**src/rtl/axi4lite_pkg.sv**
```systemverilog
// Shared definitions for the FIR configuration-space read path.
//   RESP_OKAY / RESP_SLVERR : AXI4-Lite RRESP encodings used by the read slave.
//   log2()                  : ceiling log2, used to size pointers and counters.
package axi4lite_pkg;

  localparam logic [1:0] RESP_OKAY   = 2'b00;
  localparam logic [1:0] RESP_SLVERR = 2'b10;

  // Ceiling log2; log2(1) = 0, log2(4) = 2, log2(5) = 3.
  function automatic int log2(input int value);
    int r;
    r = 0;
    while ((1 << r) < value) r++;
    return r;
  endfunction

endpackage

```
**src/rtl/axi4lite_read_pipe_if.sv**
```systemverilog
// AXI4-Lite read channels (AR and R) between a bus master and the read slave.
//   araddr/arvalid/arready : read address channel
//   rdata/rresp/rvalid/rready : read response channel
// Handshake: a beat transfers on a posedge where valid and ready are both high.
// Once valid is raised, the payload is held stable until that transfer edge;
// ready never depends combinationally on valid.
interface axi4lite_read_pipe_if #(
  parameter int pADDR_WIDTH = 12,
  parameter int pDATA_WIDTH = 32
);
  logic [pADDR_WIDTH-1:0] araddr;
  logic                   arvalid;
  logic                   arready;
  logic [pDATA_WIDTH-1:0] rdata;
  logic [1:0]             rresp;
  logic                   rvalid;
  logic                   rready;

  modport master (output araddr, arvalid, rready,
                  input  arready, rdata, rresp, rvalid);
  modport slave  (input  araddr, arvalid, rready,
                  output arready, rdata, rresp, rvalid);
endinterface

```
**src/rtl/sync_fifo.sv**
```systemverilog
// Single-clock FIFO with registered pointers and an occupancy counter.
//   clk, rst_n : clock and asynchronous active-low reset
//   push/wdata : write when push=1 and not full
//   pop/rdata  : rdata shows the head; pop removes it when not empty
//   full/empty/count : status derived from the occupancy counter
module sync_fifo
  import axi4lite_pkg::*;
#(
  parameter int WIDTH = 8,
  parameter int DEPTH = 4,
  localparam int CW   = log2(DEPTH + 1)
) (
  input  logic             clk,
  input  logic             rst_n,
  input  logic             push,
  input  logic [WIDTH-1:0] wdata,
  input  logic             pop,
  output logic [WIDTH-1:0] rdata,
  output logic             full,
  output logic             empty,
  output logic [CW-1:0]    count
);
  localparam int AW = (DEPTH > 1) ? log2(DEPTH) : 1;

  logic [WIDTH-1:0] mem_q [DEPTH];
  logic [AW-1:0]    wr_ptr_q, rd_ptr_q;
  logic [CW-1:0]    count_q;
  logic             do_push, do_pop;

  function automatic logic [AW-1:0] ptr_inc(input logic [AW-1:0] p);
    return (p == AW'(DEPTH - 1)) ? '0 : p + 1'b1;
  endfunction

  assign full    = (count_q == CW'(DEPTH));
  assign empty   = (count_q == '0);
  assign count   = count_q;
  assign rdata   = mem_q[rd_ptr_q];
  assign do_push = push & ~full;
  assign do_pop  = pop & ~empty;

  always_ff @(posedge clk or negedge rst_n) begin
    if (!rst_n) begin
      wr_ptr_q <= '0;
      rd_ptr_q <= '0;
      count_q  <= '0;
    end else begin
      if (do_push) wr_ptr_q <= ptr_inc(wr_ptr_q);
      if (do_pop)  rd_ptr_q <= ptr_inc(rd_ptr_q);
      case ({do_push, do_pop})
        2'b10:   count_q <= count_q + 1'b1;
        2'b01:   count_q <= count_q - 1'b1;
        default: count_q <= count_q;
      endcase
    end
  end

  // Storage needs no reset: empty/count gate every use of the contents.
  always_ff @(posedge clk) begin
    if (do_push) mem_q[wr_ptr_q] <= wdata;
  end

endmodule

```
**src/rtl/axi4lite_read_pipe.sv**
```systemverilog
// Pipelined AXI4-Lite read slave for the FIR configuration space.
//   axis_clk, axis_rst_n : clock, asynchronous active-low reset
//   s_axi                : AR/R channels (slave modport)
//   cfg_rd_en/addr       : one-cycle read strobe and address to config space
//   cfg_rd_data          : config data, valid pRD_LAT cycles after cfg_rd_en
//   rd_busy              : any address, in-flight read or response pending
// Addresses queue in an AR FIFO, issue one per cycle while response credit
// remains, travel down a pRD_LAT-deep valid/err pipe and land in an R FIFO.
// Illegal (out-of-range or misaligned) reads take a pipe slot without
// strobing config space, so responses stay in request order.
module axi4lite_read_pipe
  import axi4lite_pkg::*;
#(
  parameter int                     pADDR_WIDTH = 12,
  parameter int                     pDATA_WIDTH = 32,
  parameter logic [pADDR_WIDTH-1:0] pADDR_LIMIT = 'h100,
  parameter int                     pAR_DEPTH   = 2,
  parameter int                     pR_DEPTH    = 4,
  parameter int                     pRD_LAT     = 1
) (
  input  logic                   axis_clk,
  input  logic                   axis_rst_n,
  axi4lite_read_pipe_if.slave    s_axi,
  output logic                   cfg_rd_en,
  output logic [pADDR_WIDTH-1:0] cfg_rd_addr,
  input  logic [pDATA_WIDTH-1:0] cfg_rd_data,
  output logic                   rd_busy
);
  localparam int ARW = pADDR_WIDTH + 1;
  localparam int RW  = pDATA_WIDTH + 2;
  localparam int ACW = log2(pAR_DEPTH + 1);
  localparam int RCW = log2(pR_DEPTH + 1);
  localparam int IW  = log2(pRD_LAT + 1);

  logic             ready_q;
  logic [ARW-1:0]   ar_wdata, ar_rdata;
  logic             ar_push, ar_full, ar_empty;
  logic [ACW-1:0]   ar_count;
  logic             head_err, issue;
  logic [pRD_LAT-1:0] pv_q, pe_q;
  logic [IW-1:0]    inflight_q, inflight_d;
  logic             tail_v, tail_e;
  logic [RW-1:0]    r_wdata, r_rdata;
  logic             r_pop, r_full, r_empty;
  logic [RCW-1:0]   r_count;

  // ready_q holds arready low while in reset and releases it one edge later.
  assign s_axi.arready = ready_q & ~ar_full;
  assign ar_push       = s_axi.arvalid & s_axi.arready;
  assign ar_wdata      = {(s_axi.araddr >= pADDR_LIMIT) | (s_axi.araddr[1:0] != 2'b00),
                          s_axi.araddr};

  sync_fifo #(.WIDTH(ARW), .DEPTH(pAR_DEPTH)) u_ar_q (
    .clk(axis_clk), .rst_n(axis_rst_n),
    .push(ar_push), .wdata(ar_wdata), .pop(issue), .rdata(ar_rdata),
    .full(ar_full), .empty(ar_empty), .count(ar_count)
  );

  // Credit: every read in the pipe or buffered in the R FIFO owns one FIFO
  // slot, so the FIFO can never be pushed while full.
  assign head_err    = ar_rdata[pADDR_WIDTH];
  assign issue       = ~ar_empty & ((int'(inflight_q) + int'(r_count)) < pR_DEPTH);
  assign cfg_rd_en   = issue & ~head_err;
  assign cfg_rd_addr = ar_rdata[pADDR_WIDTH-1:0];

  assign tail_v = pv_q[pRD_LAT-1];
  assign tail_e = pe_q[pRD_LAT-1];

  always_comb begin
    inflight_d = inflight_q;
    case ({issue, tail_v})
      2'b10:   inflight_d = inflight_q + 1'b1;
      2'b01:   inflight_d = inflight_q - 1'b1;
      default: inflight_d = inflight_q;
    endcase
  end

  always_ff @(posedge axis_clk or negedge axis_rst_n) begin
    if (!axis_rst_n) begin
      ready_q    <= 1'b0;
      pv_q       <= '0;
      pe_q       <= '0;
      inflight_q <= '0;
    end else begin
      ready_q    <= 1'b1;
      pv_q[0]    <= issue;
      pe_q[0]    <= issue & head_err;
      for (int i = 1; i < pRD_LAT; i++) begin
        pv_q[i] <= pv_q[i-1];
        pe_q[i] <= pe_q[i-1];
      end
      inflight_q <= inflight_d;
    end
  end

  // The pipe tail lines up with cfg_rd_data of the matching strobe.
  assign r_wdata = tail_e ? {{pDATA_WIDTH{1'b0}}, RESP_SLVERR}
                          : {cfg_rd_data, RESP_OKAY};
  assign r_pop   = ~r_empty & s_axi.rready;

  sync_fifo #(.WIDTH(RW), .DEPTH(pR_DEPTH)) u_r_fifo (
    .clk(axis_clk), .rst_n(axis_rst_n),
    .push(tail_v), .wdata(r_wdata), .pop(r_pop), .rdata(r_rdata),
    .full(r_full), .empty(r_empty), .count(r_count)
  );

  // Outputs forced to zero when empty so reset shows rdata=0, rresp=OKAY.
  assign s_axi.rvalid = ~r_empty;
  assign s_axi.rdata  = r_empty ? '0 : r_rdata[RW-1:2];
  assign s_axi.rresp  = r_empty ? RESP_OKAY : r_rdata[1:0];

  assign rd_busy = (ar_count != '0) | (inflight_q != '0) | ~r_empty;

  r_fifo_no_overflow : assert property (
    @(posedge axis_clk) disable iff (!axis_rst_n) !(tail_v && r_full));

endmodule

```
**src/flat_wrapper.sv**
```systemverilog
// flat-port wrapper written by rule: the top's interface ports become plain ports
module axi4lite_read_pipe_flat import axi4lite_pkg::*;
#(
  parameter int                     pADDR_WIDTH = 12,
  parameter int                     pDATA_WIDTH = 32,
  parameter logic [pADDR_WIDTH-1:0] pADDR_LIMIT = 'h100,
  parameter int                     pAR_DEPTH   = 2,
  parameter int                     pR_DEPTH    = 4,
  parameter int                     pRD_LAT     = 1
)
  (axis_clk, axis_rst_n, cfg_rd_en, cfg_rd_addr, cfg_rd_data, rd_busy, s_axi_araddr, s_axi_arvalid, s_axi_rready, s_axi_arready, s_axi_rdata, s_axi_rresp, s_axi_rvalid);
  axi4lite_read_pipe_if #(.pADDR_WIDTH(pADDR_WIDTH), .pDATA_WIDTH(pDATA_WIDTH)) s_axi_i ();
  input  logic axis_clk;
  input  logic axis_rst_n;
  output logic cfg_rd_en;
  output logic [pADDR_WIDTH-1:0] cfg_rd_addr;
  input  logic [pDATA_WIDTH-1:0] cfg_rd_data;
  output logic rd_busy;
  input wire logic [$bits(s_axi_i.araddr)-1:0] s_axi_araddr;
  input wire logic [$bits(s_axi_i.arvalid)-1:0] s_axi_arvalid;
  input wire logic [$bits(s_axi_i.rready)-1:0] s_axi_rready;
  output wire logic [$bits(s_axi_i.arready)-1:0] s_axi_arready;
  output wire logic [$bits(s_axi_i.rdata)-1:0] s_axi_rdata;
  output wire logic [$bits(s_axi_i.rresp)-1:0] s_axi_rresp;
  output wire logic [$bits(s_axi_i.rvalid)-1:0] s_axi_rvalid;
  assign s_axi_i.araddr = s_axi_araddr;
  assign s_axi_i.arvalid = s_axi_arvalid;
  assign s_axi_i.rready = s_axi_rready;
  assign s_axi_arready = s_axi_i.arready;
  assign s_axi_rdata = s_axi_i.rdata;
  assign s_axi_rresp = s_axi_i.rresp;
  assign s_axi_rvalid = s_axi_i.rvalid;
  axi4lite_read_pipe #(.pADDR_WIDTH(pADDR_WIDTH), .pDATA_WIDTH(pDATA_WIDTH), .pADDR_LIMIT(pADDR_LIMIT), .pAR_DEPTH(pAR_DEPTH), .pR_DEPTH(pR_DEPTH), .pRD_LAT(pRD_LAT)) u_core (.axis_clk(axis_clk), .axis_rst_n(axis_rst_n), .s_axi(s_axi_i), .cfg_rd_en(cfg_rd_en), .cfg_rd_addr(cfg_rd_addr), .cfg_rd_data(cfg_rd_data), .rd_busy(rd_busy));
endmodule
```
**config.mk**
```make
export PLATFORM = sky130hd
export DESIGN_NAME = axi4lite_read_pipe_flat
export DESIGN_NICKNAME = d
export VERILOG_FILES = /design/src/rtl/axi4lite_pkg.sv /design/src/rtl/axi4lite_read_pipe_if.sv /design/src/rtl/sync_fifo.sv /design/src/rtl/axi4lite_read_pipe.sv /design/src/flat_wrapper.sv
export SDC_FILE = /design/constraint.sdc
export NUM_CORES = 1
export LEC_CHECK = 0
export BUFFER_PORTS_ARGS = -buffer_cell sky130_fd_sc_hd__buf_2
export CAP_MARGIN = 20
export CORE_ASPECT_RATIO = 2
export CORE_MARGIN = 3
export CORE_UTILIZATION = 30
export CTS_CLUSTER_DIAMETER = 60
export DETAILED_ROUTE_END_ITERATION = 10
export PLACE_DENSITY = 0.48
export SLEW_MARGIN = 20
export SYNTH_ARGS = -nofsm -noshare
export SYNTH_HDL_FRONTEND = slang
export SYNTH_HIERARCHICAL = 1
export SYNTH_SLANG_ARGS = --single-unit
```
**constraint.sdc**
```tcl
create_clock -name axis_clk -period 3.3 [get_ports axis_clk]
set_clock_uncertainty 0.2 [all_clocks]
set_input_delay 0.66 -clock axis_clk [delete_from_list [all_inputs] [get_ports axis_clk]]
set_output_delay 0.66 -clock axis_clk [all_outputs]
set_load 0.01 [all_outputs]
```
==> summary.txt, run 1 <==
Status
  – Outcome: completed

Placed design
  – I/O Buffers: 97
  – Hpwl dp: 9.346 mm
  – GPL Wtd Cong: 0.6828
  – Pre-CTS setup slack: 610.3 ps

Global route
  – GRT Resource Usage Total: 11.65%
  – Vias in the first global route: 4080
  – Initial antenna violation count: 0
  – Largest net degree at the start of global routing: 37
  – Total grt overflow: 0
  – First-pass GRT wire length: 22.20 mm

Logic synthesis
  – Yosys reg bits: 177
  – Yosys cell types: 31
  – Area fraction of the dominant cell type after synthesis: 67.59%
  – Yosys warning count: 6
  – Cells after synthesis: 369
  – Synth Cell Area: 0.007197 sq mm
  – Top cells by count, synth: 162 x edfxtp_1, 64 x nor2b_1, 28 x mux4_2
  – Synth area leader: edfxtp_1
  – Average size of a mapped cell: 19.50 sq um
  – Post-synthesis async set-or-reset flop share: 8.475%
  – EDFF count, synth: 162
  – Most common cell in the netlist: edfxtp_1
  – Seq/Total Area, Yosys: 72.81%
  – Area contributors post-synth: edfxtp_1 68%, mux4_2 8.8%, nor2b_1 5.6%
  – Dominant synthesized flop cell: edfxtp_1

Critical path
  – Arrival time worst endpoint: 2200 ps
  – Crit Path Max Fanout: 14
  – RR Endpoint: u_core/u_r_fifo/count[2]
  – Required time of the critical path: 2440 ps
  – Kind of critical path: flop to primary output
  – Reg-to-reg setup timing slack: 930 ps
  – CP Capture Type: primary output
  – Worst R2R Start: u_core/u_r_fifo/count[0]
  – Critical Path Source: u_core/u_r_fifo/rd_ptr_q[0]
  – Critical path capture point: s_axi_rdata[6]
  – Worst Setup Start Kind: flop
  – R2R cell count: 11

Floorplanning
  – Die height: 225.0 um
  – Core area: 0.02343 sq mm
  – IO Count: 98
  – Initial Util: 30.72%
  – Chip Width: 115.5 um
  – Die area: 0.02600 sq mm
  – Row count: 79

STA
  – Unrepaired setup endpoints after global routing: no
  – Final hold vios: 0
  – Max_slew headroom: 43.76%
  – Final worst path period share: 92.59%
  – Final setup margin: 244.5 ps
  – Pins Over Slew Limit: 0
  – F_max: 327.3 MHz
  – Worst-Margin Slew: 843.6 ps
  – Final Critical Period: 3055 ps
  – Setup violators final: 0
  – Hold Slack: 221.9 ps
  – Final TNS setup: 0 ps

Layout
  – Area of the multi-input gates: 0.001819 sq mm
  – Fillers: 2186
  – Nets: 543
  – Seq. cell area: 0.005244 sq mm
  – Area delta synth->final: 20.22%
  – Layout cells sized above 1: 40.60%

Min path
  – Worst Hold Launch: s_axi_araddr[3]
  – Hold Crit Class: primary input to flop

Routing
  – DRC viols: 0
  – Wire per inst: 18.15 um
  – Initial DRT Pass Iterations: 4
  – DR vias: 3604
  – Vias per Instance: 4.597
  – DRT iter0 DRCs: 148
  – WL final: 14.23 mm
  – Remaining antenna violation count: 0

Clocking
  – CTS tree: done
  – Clk pin slew, worst setup/hold paths: 70 ps
  – Total CTS buffers: 17
  – CTS sink count: 177
  – Resized cells post-CTS: 0
  – H-tree depth: 4
  – Clock Path Buffers: 2
  – Worst skew pair latency: 420 ps
  – Root Buffer: clkbuf_16

Run
  – Max-Cap Viols: 0

Power and ir drop
  – Leakage power: 3.132 nW
  – Worst vdd ir: 343.7 uV
  – Total power: 7.911 mW
  – P per Cell Area: 914.4 mW/mm^2
==> per-layer routing <==
metal,vias up,track usage (%),wire length (um)
met4,0,5.876,447
li1,1641,-,-
met2,93,21.54,8020
met1,1847,11.56,5126
met5,-,0,0
met3,23,3.279,638
==> report_power, final <==
group,total (mW),internal (mW),switching (mW)
Combinational,2.57,1.25,1.32
Sequential,3.33,3.05,0.285
Clock,2.01,1.20,0.806
Total,7.91,5.50,2.41
==> through the flow <==
step	area (sq um)	util, %	std cells
finish	8652	36.93	784
detailed placement	8034	34.29	750
global route	8650	36.92	783
floorplan	7208	-	372
global placement	8034	34.29	750
CTS	8650	36.92	783
==> layout by cell type (no fill, tap or decap), types with 3 or more instances in the layout <==
| cell | n |
|---|---|
| edfxtp_1 | 162 |
| buf_2 | 97 |
| nor2b_1 | 64 |
| mux4_2 | 28 |
| clkbuf_16 | 17 |
| mux2_2 | 17 |
| buf_4 | 13 |
| dfrtp_1 | 12 |
| nor2_1 | 8 |
| inv_1 | 8 |
| ha_1 | 7 |
| mux4_1 | 6 |
| and2b_2 | 5 |
| xnor2_1 | 5 |
| conb_1 | 5 |
| clkbuf_8 | 4 |
| xor2_1 | 4 |
| and2_2 | 4 |
| inv_6 | 3 |
| dfrtp_2 | 3 |
==> logic make-up (layout without fill, tap and decap cells) <==
| kind of cell | after synthesis | count (layout) | share of synthesized area [%] |
|---|---|---|---|
| muxes | 53 | 53 | 13.89 |
| other | 2 | 6 | 0.1044 |
| xor gates and xnor gates | 9 | 9 | 1.095 |
| and+or+nand+nor | 94 | 94 | 8.154 |
| buffers and inverters | 24 | 152 | 2.208 |
| DFF | 177 | 177 | 72.81 |
| adders and majority gates | 8 | 8 | 1.495 |
| AOI/OAI and AO/OA | 2 | 2 | 0.2434 |
==> layout make-up <==
type / count / share of cell area, %
clock inverters: 11 / 1.446
multi-input cells: 171 / 21.03
flip-flops and latches: 177 / 60.61
clock buffers: 21 / 5.553
well taps: 283 / 4.093
repair buffers: 111 / 6.855
diodes: 1 / 0.02892
inverters: 9 / 0.3905
==> state kept, by name, summed over array words and instances (netlist names), 2 cells and up <==
| name | cells |
|---|---|
| u_core/u_ar_q/count | 2 |
| u_core/u_ar_q/mem_q | 26 |
| u_core/u_r_fifo/count | 3 |
| u_core/u_r_fifo/mem_q | 136 |
| u_core/u_r_fifo/rd_ptr_q | 2 |
| u_core/u_r_fifo/wr_ptr_q | 2 |
==> critical path, stage by stage, from the launching register on <==
cell and delay, ps:
dfrtp_2 600, buf_4 330, mux4_2 530, nor2b_1 160
buf_2 150
==> worst min-delay path by stage <==
stage                                 to  slack (ps)  depth (start not counted)
4_1_cts        u_core/u_ar_q/mem_q[0][3]         190                          1
6_report       u_core/u_ar_q/mem_q[1][3]         220                          1
2_1_floorplan          u_core/inflight_q         160                          0
5_1_grt        u_core/u_ar_q/mem_q[0][4]         200                          1
3_3_place_gp           u_core/inflight_q         260                          1
3_5_place_dp           u_core/inflight_q         260                          1
==> repair_timing <==
action,4_1_cts,5_1_grt
buffers inserted,0,0
hold buffers,1,0
hold endpoints to repair,15,0
Power figures use the tool's default switching activity.
==> run 2: changes to the inputs <==
--- a/config.mk
+++ b/config.mk
@@ -8,11 +8,12 @@
 export BUFFER_PORTS_ARGS = -buffer_cell sky130_fd_sc_hd__buf_2
 export CAP_MARGIN = 20
 export CORE_ASPECT_RATIO = 2
-export CORE_MARGIN = 3
+export CORE_MARGIN = 2
 export CORE_UTILIZATION = 30
 export CTS_CLUSTER_DIAMETER = 60
 export DETAILED_ROUTE_END_ITERATION = 10
 export PLACE_DENSITY = 0.48
+export RECOVER_POWER = 25
 export SLEW_MARGIN = 20
 export SYNTH_ARGS = -nofsm -noshare
 export SYNTH_HDL_FRONTEND = slang
==> run 2 against run 1 <==
The run now ends with capacitance limit, slew limit left. Worst setup slack got worse by 6.6 ps. Non-clock buffer count fell by 3. Combinational power down 2%. Cell area is 0.20% higher. Highest routed layer is now met5.
==> summary.txt, run 2 (same netlist as run 1, synthesis figures left out) <==
Floorplanning
  – Die height: 223.0 um
  – Initial Util: 30.34%
  – Core area: 0.02372 sq mm
  – Die area: 0.02532 sq mm
  – Row count: 80
  – Chip Width: 113.5 um
  – IO Count: 98

Min path
  – Hold path depth: 1
  – Worst Hold Launch: s_axi_araddr[7]
  – Hold path endpoint: u_core/u_ar_q/mem_q[0][7]
  – Hold Crit Class: primary input to flop

Power and ir drop
  – Cell-internal power: 5.516 mW
  – Part of the power in the clock network: 25.9%
  – Sequential power share: 42.6%
  – NetSw: 2.467 mW
  – Logic pwr share: 31.5%
  – Leakage power: 3.102 nW
  – Switching part of the total power: 30.90%
  – P per Cell Area: 920.8 mW/mm^2
  – Worst vdd ir: 462.3 uV

Critical path
  – Critical-path top delay cell: dfrtp_4
  – Largest stage delay, worst path: 630 ps
  – Kind of critical path: flop to primary output
  – R2R cell count: 11
  – Crit Path Max Fanout: 21
  – Worst Setup Start Kind: flop
  – Worst R2R Start: u_core/u_r_fifo/count[0]
  – Reg-to-reg setup timing slack: 860 ps
  – Required time of the critical path: 2440 ps
  – Arrival time worst endpoint: 2200 ps
  – CP cell instances: buf_12, mux4_2, and2b_2, buf_2
  – CP Capture Type: primary output
  – RR Endpoint: u_core/u_r_fifo/count[2]

Routing
  – Remaining antenna violation count: 0
  – Vias per Instance: 4.592
  – Initial DRT Pass Iterations: 4
  – WL final: 14.33 mm
  – Wire per inst: 18.25 um
  – DRC viols: 0
  – DRT iter0 DRCs: 139
  – DR vias: 3605

Clocking
  – CTS sink count: 177
  – Worst skew pair latency: 440 ps
  – CTS tree: done
  – Total CTS buffers: 17
  – Root Buffer: clkbuf_16
  – Clock Path Buffers: 2
  – Clk pin slew, worst setup/hold paths: 70 ps
  – H-tree depth: 4

Status
  – Outcome: finished, violations left
  – Failing checks: capacitance limit, slew limit

Global route
  – Largest net degree at the start of global routing: 37
  – Vias in the first global route: 4113
  – GRT Resource Usage Total: 12.13%
  – First-pass GRT wire length: 22.54 mm
  – Initial antenna violation count: 3
  – Total grt overflow: 0

STA
  – Pins Over Slew Limit: 37
  – Unrepaired setup endpoints after global routing: no
  – Setup violators final: 0
  – Final setup margin: 238.0 ps
  – Final worst path period share: 92.79%
  – Worst-Margin Slew: 1542 ps
  – Final TNS setup: 0 ps
  – Final hold vios: 0
  – Max_slew headroom: -2.827%
  – Final Critical Period: 3062 ps
  – F_max: 326.6 MHz

Placed design
  – GPL Wtd Cong: 0.6827
  – I/O Buffers: 97
  – Pre-CTS setup slack: 545.2 ps
  – Dpl cell area: 0.008066 sq mm
  – Hpwl dp: 9.106 mm

Layout
  – Layout cells sized above 1: 38.23%
  – Seq. cell area: 0.005245 sq mm
  – Most common cell after layout, fill and taps aside: edfxtp_1
  – Area of the multi-input gates: 0.001812 sq mm
  – Design area: 0.008670 sq mm
  – Most frequent cells in the layout: 162 x edfxtp_1, 89 x buf_2, 65 x nor2b_1
  – Fillers: 2214
  – Area delta synth->final: 20.46%
  – Nets: 540
  – Largest reg by FF count: u_core/u_r_fifo/mem_q
  – Largest register FFs: 136

Run
  – Max-Cap Viols: 1
[run 2: cell count changes in the layout (fill, tap and decap cells not counted), sizes merged]
cell,change
clkbuf,+4
inv,+1
bufinv,+1
buf,-11
clkinv,+1
clkinvlp,+1
[run 2: how the worst max path moves through the flow]
| stage | start | endpoint | slack (ps) | depth (start not counted) |
|---|---|---|---|---|
| 6_report | u_core/u_r_fifo/rd_ptr_q[0] | s_axi_rresp[0] | 240 | 4 |
| 5_1_grt | u_core/u_r_fifo/rd_ptr_q[0] | s_axi_rresp[0] | 110 | 4 |
| 4_1_cts | u_core/u_r_fifo/rd_ptr_q[0] | s_axi_rresp[0] | 60 | 4 |
| 3_5_place_dp | u_core/u_r_fifo/rd_ptr_q[0] | s_axi_rresp[0] | 550 | 4 |
| 3_3_place_gp | u_core/u_r_fifo/rd_ptr_q[0] | s_axi_rdata[6] | 570 | 4 |
| 2_1_floorplan | u_core/u_r_fifo/count[0] | u_core/u_r_fifo/count[2] | 710 | 11 |
[run 2: worst max-delay path, delay by kind of cell, from the launching register on]
family / cells / cell delay [ps]
buf+inv: 2 / 390
flops: 1 / 630
mux: 1 / 520
simple gates: 1 / 210
[run 2: stage by stage]
stage	utilization (%)	power [mW]	instances	hold WS, ps
2_1_floorplan	-	5.136	372	164.4
3_3_place_gp	34.00	5.990	751	272.8
3_5_place_dp	34.00	6.067	751	262.2
4_1_cts	36.60	8.159	784	179.5
5_1_grt	36.53	8.469	784	181.4
6_report	36.55	7.983	785	205.1
[run 2: power groups by stage]
stage               logic (mW)  registers [mW]  clock network, mW
CTS                       2.61            3.42               2.13
detailed placement        2.60            3.47                  0
global route              2.77            3.47               2.23
floorplan                 1.92            3.22                  0
global placement          2.55            3.44                  0
finish                    2.52            3.40               2.06
[run 2: final cells by class]
type,instances,share of cell area (%)
antenna,1,0.02886
clock buffer,17,4.907
clock inverter,15,2.093
inverter,9,0.3897
multi-input combinational,171,20.90
sequential,177,60.50
tap,287,4.142
timing repair buffer,108,7.043
[run 2: repair_timing]
action / CTS / global route
buffers inserted: 0 / 0
hold buffers: 1 / 0
resized for setup: 0 / 1
setup endpoints to repair: 0 / 3
hold endpoints to repair: 15 / 0
[run 2: layer usage]
metal	vias up	part of all wire, %	track usage [%]
met1	1855	35	11.99
met3	25	4.8	4.265
li1	1635	-	-
met5	-	0.19	0
met2	86	57	22.50
met4	4	2.4	5.075
==> run 3: changes to the inputs <==
--- a/config.mk
+++ b/config.mk
@@ -5,9 +5,10 @@
 export SDC_FILE = /design/constraint.sdc
 export NUM_CORES = 1
 export LEC_CHECK = 0
+export ABC_AREA = 1
 export BUFFER_PORTS_ARGS = -buffer_cell sky130_fd_sc_hd__buf_2
 export CAP_MARGIN = 20
-export CORE_ASPECT_RATIO = 2
+export CORE_ASPECT_RATIO = 1.25
 export CORE_MARGIN = 2
 export CORE_UTILIZATION = 30
 export CTS_CLUSTER_DIAMETER = 60
==> run 3 against run 2 <==
The flow still finishes with violations (capacitance limit, slew limit). Via count grew 38%. Worst setup slack gained 92 ps. Non-clock buffer count grew 3. Sequential power is essentially flat. Register-to-register slack lost 340 ps. First-iteration DRC count grew 19%. Sequential cell count is the same. Combinational power grew 24%. Synthesized cell count grew 98%. Critical endpoint is now s_axi_rdata[25].
==> summary.txt, run 3 <==
Clocking
  – Root Buffer: clkbuf_16
  – Clock Path Buffers: 2
  – CTS tree: done
  – Clk pin slew, worst setup/hold paths: 70 ps
  – Worst skew pair latency: 420 ps
  – CTS sink count: 177
  – H-tree depth: 4
  – Post-CTS Setup Inserts: 0
  – Total CTS buffers: 17

Critical path
  – Critical-path top delay cell: dfrtp_4
  – Arrival time worst endpoint: 2110 ps
  – Most common cell on crit path: nand2_1
  – Worst Setup Start Kind: flop
  – CP cell instances: buf_12, nand2_1, o211ai_1, nand2_1, inv_1, nor2_1, buf_2
  – Required time of the critical path: 2440 ps
  – Worst R2R Start: u_core/pe_q
  – Crit Path Max Fanout: 58
  – Largest stage delay, worst path: 810 ps
  – CP Capture Type: primary output
  – R2R cell count: 2
  – RR Endpoint: u_core/u_r_fifo/mem_q[1][27]
  – Reg-to-reg setup timing slack: 520 ps
  – Kind of critical path: flop to primary output

STA
  – F_max: 336.7 MHz
  – Final Critical Period: 2970 ps
  – Pins Over Slew Limit: 37
  – Final worst path period share: 89.99%
  – Final setup margin: 330.2 ps
  – Hold Slack: 221.7 ps
  – Max_slew headroom: -35.72%
  – Final hold vios: 0
  – Worst-Margin Slew: 2036 ps
  – Setup violators final: 0
  – Unrepaired setup endpoints after global routing: no
  – Final TNS setup: 0 ps

Layout
  – Layout cells sized above 1: 17.02%
  – Area delta synth->final: 19.45%
  – Most common cell after layout, fill and taps aside: nand2_1
  – Design area: 0.009296 sq mm
  – Fin util: 36.64%
  – Largest register FFs: 136
  – Final instance count without filler cells: 1181
  – Most frequent cells in the layout: 175 x nand2_1, 162 x edfxtp_1, 161 x inv_1
  – Antenna diodes: 0
  – Nets: 889
  – Largest reg by FF count: u_core/u_r_fifo/mem_q
  – Fillers: 2542

Placed design
  – Pre-CTS setup slack: 773.8 ps
  – I/O Buffers: 97
  – DP Cell Count: 1148
  – Hpwl dp: 9.768 mm
  – GPL Wtd Cong: 0.6752
  – Dpl cell area: 0.008658 sq mm

Routing
  – Vias per Instance: 4.226
  – WL final: 15.68 mm
  – DR vias: 4991
  – Initial DRT Pass Iterations: 4
  – Top Layer Used: met5
  – Routed wl met2: 7.740 mm
  – Wire per inst: 13.27 um
  – Wl on met1: 7.108 mm
  – DRC viols: 0
  – Met3 WL: 638 um
  – DRT iter0 DRCs: 166
  – Remaining antenna violation count: 0

Floorplanning
  – Die area: 0.02725 sq mm
  – Row count: 65
  – Chip Width: 148.1 um
  – IO Count: 98
  – Core area: 0.02537 sq mm
  – Die height: 184.1 um
  – Initial Util: 30.67%

Global route
  – GRT Resource Usage Total: 12.05%
  – Initial antenna violation count: 2
  – Total grt overflow: 0
  – First-pass GRT wire length: 25.34 mm
  – Vias in the first global route: 4905
  – Largest net degree at the start of global routing: 59

Power and ir drop
  – Worst vdd ir: 623.0 uV
  – P per Cell Area: 933.2 mW/mm^2
  – Total power: 8.676 mW
  – Leakage power: 4.113 nW

Min path
  – Hold Crit Class: primary input to flop
  – Hold path endpoint: u_core/u_ar_q/mem_q[0][6]
  – Worst Hold Launch: s_axi_araddr[6]
  – Hold path depth: 1

Logic synthesis
  – Yosys warning count: 6
  – Synth Cell Area: 0.007782 sq mm
  – Cells after synthesis: 731
  – Average size of a mapped cell: 10.65 sq um

Status
  – Failing checks: capacitance limit, slew limit
  – Outcome: finished, violations left

Run
  – Max-Cap Viols: 1
run 3: worst max-delay path, delay by kind of cell (launching register included):
kind	cells	cell delay, ps
AOI/OAI and AO/OA	1	90
buffers and inverters	3	530
DFF	1	810
and+or+nand+nor	3	210
run 3: what timing repair did:
action | in CTS | in global routing
hold endpoints to repair | 15 | 0
resized for setup | 0 | 0
setup endpoints to repair | 0 | 0
hold buffers | 1 | 0
run 3: power by group:
group	total [mW]	internal (mW)	switching [mW]
clock	2.15	1.23	0.914
sequential	3.41	3.10	0.307
combinational	3.12	1.10	2.03
total	8.68	5.43	3.25
run 3: worst max path at each step:
stage,from,to,slack (ps),depth (start not counted)
6_report,u_core/u_r_fifo/rd_ptr_q[0],s_axi_rdata[25],330,7
5_1_grt,u_core/u_r_fifo/rd_ptr_q[0],s_axi_rdata[25],150,7
3_3_place_gp,u_core/u_r_fifo/rd_ptr_q[0],s_axi_rdata[13],790,6
2_1_floorplan,u_core/u_r_fifo/count[0],u_core/u_r_fifo/mem_q[0][0],510,4
3_5_place_dp,u_core/u_r_fifo/rd_ptr_q[0],s_axi_rdata[25],770,7
4_1_cts,u_core/u_r_fifo/rd_ptr_q[0],s_axi_rdata[25],310,7
run 3: cell type report:
class	instances	area [sq um]	share of cell area, %
sequential	177	5245	56.42
multi-input combinational	360	1760	18.94
inverter	166	623.1	6.703
timing repair buffer	111	603.1	6.487
clock buffer	17	425.4	4.576
tap	335	419.2	4.509
clock inverter	15	220.2	2.369
run 3: layer usage:
metal / track usage (%) / up-vias
met2: 20.24 / 92
met3: 2.928 / 13
met5: 0 / -
met1: 15.32 / 2341
met4: 3.886 / 2
li1: - / 2543
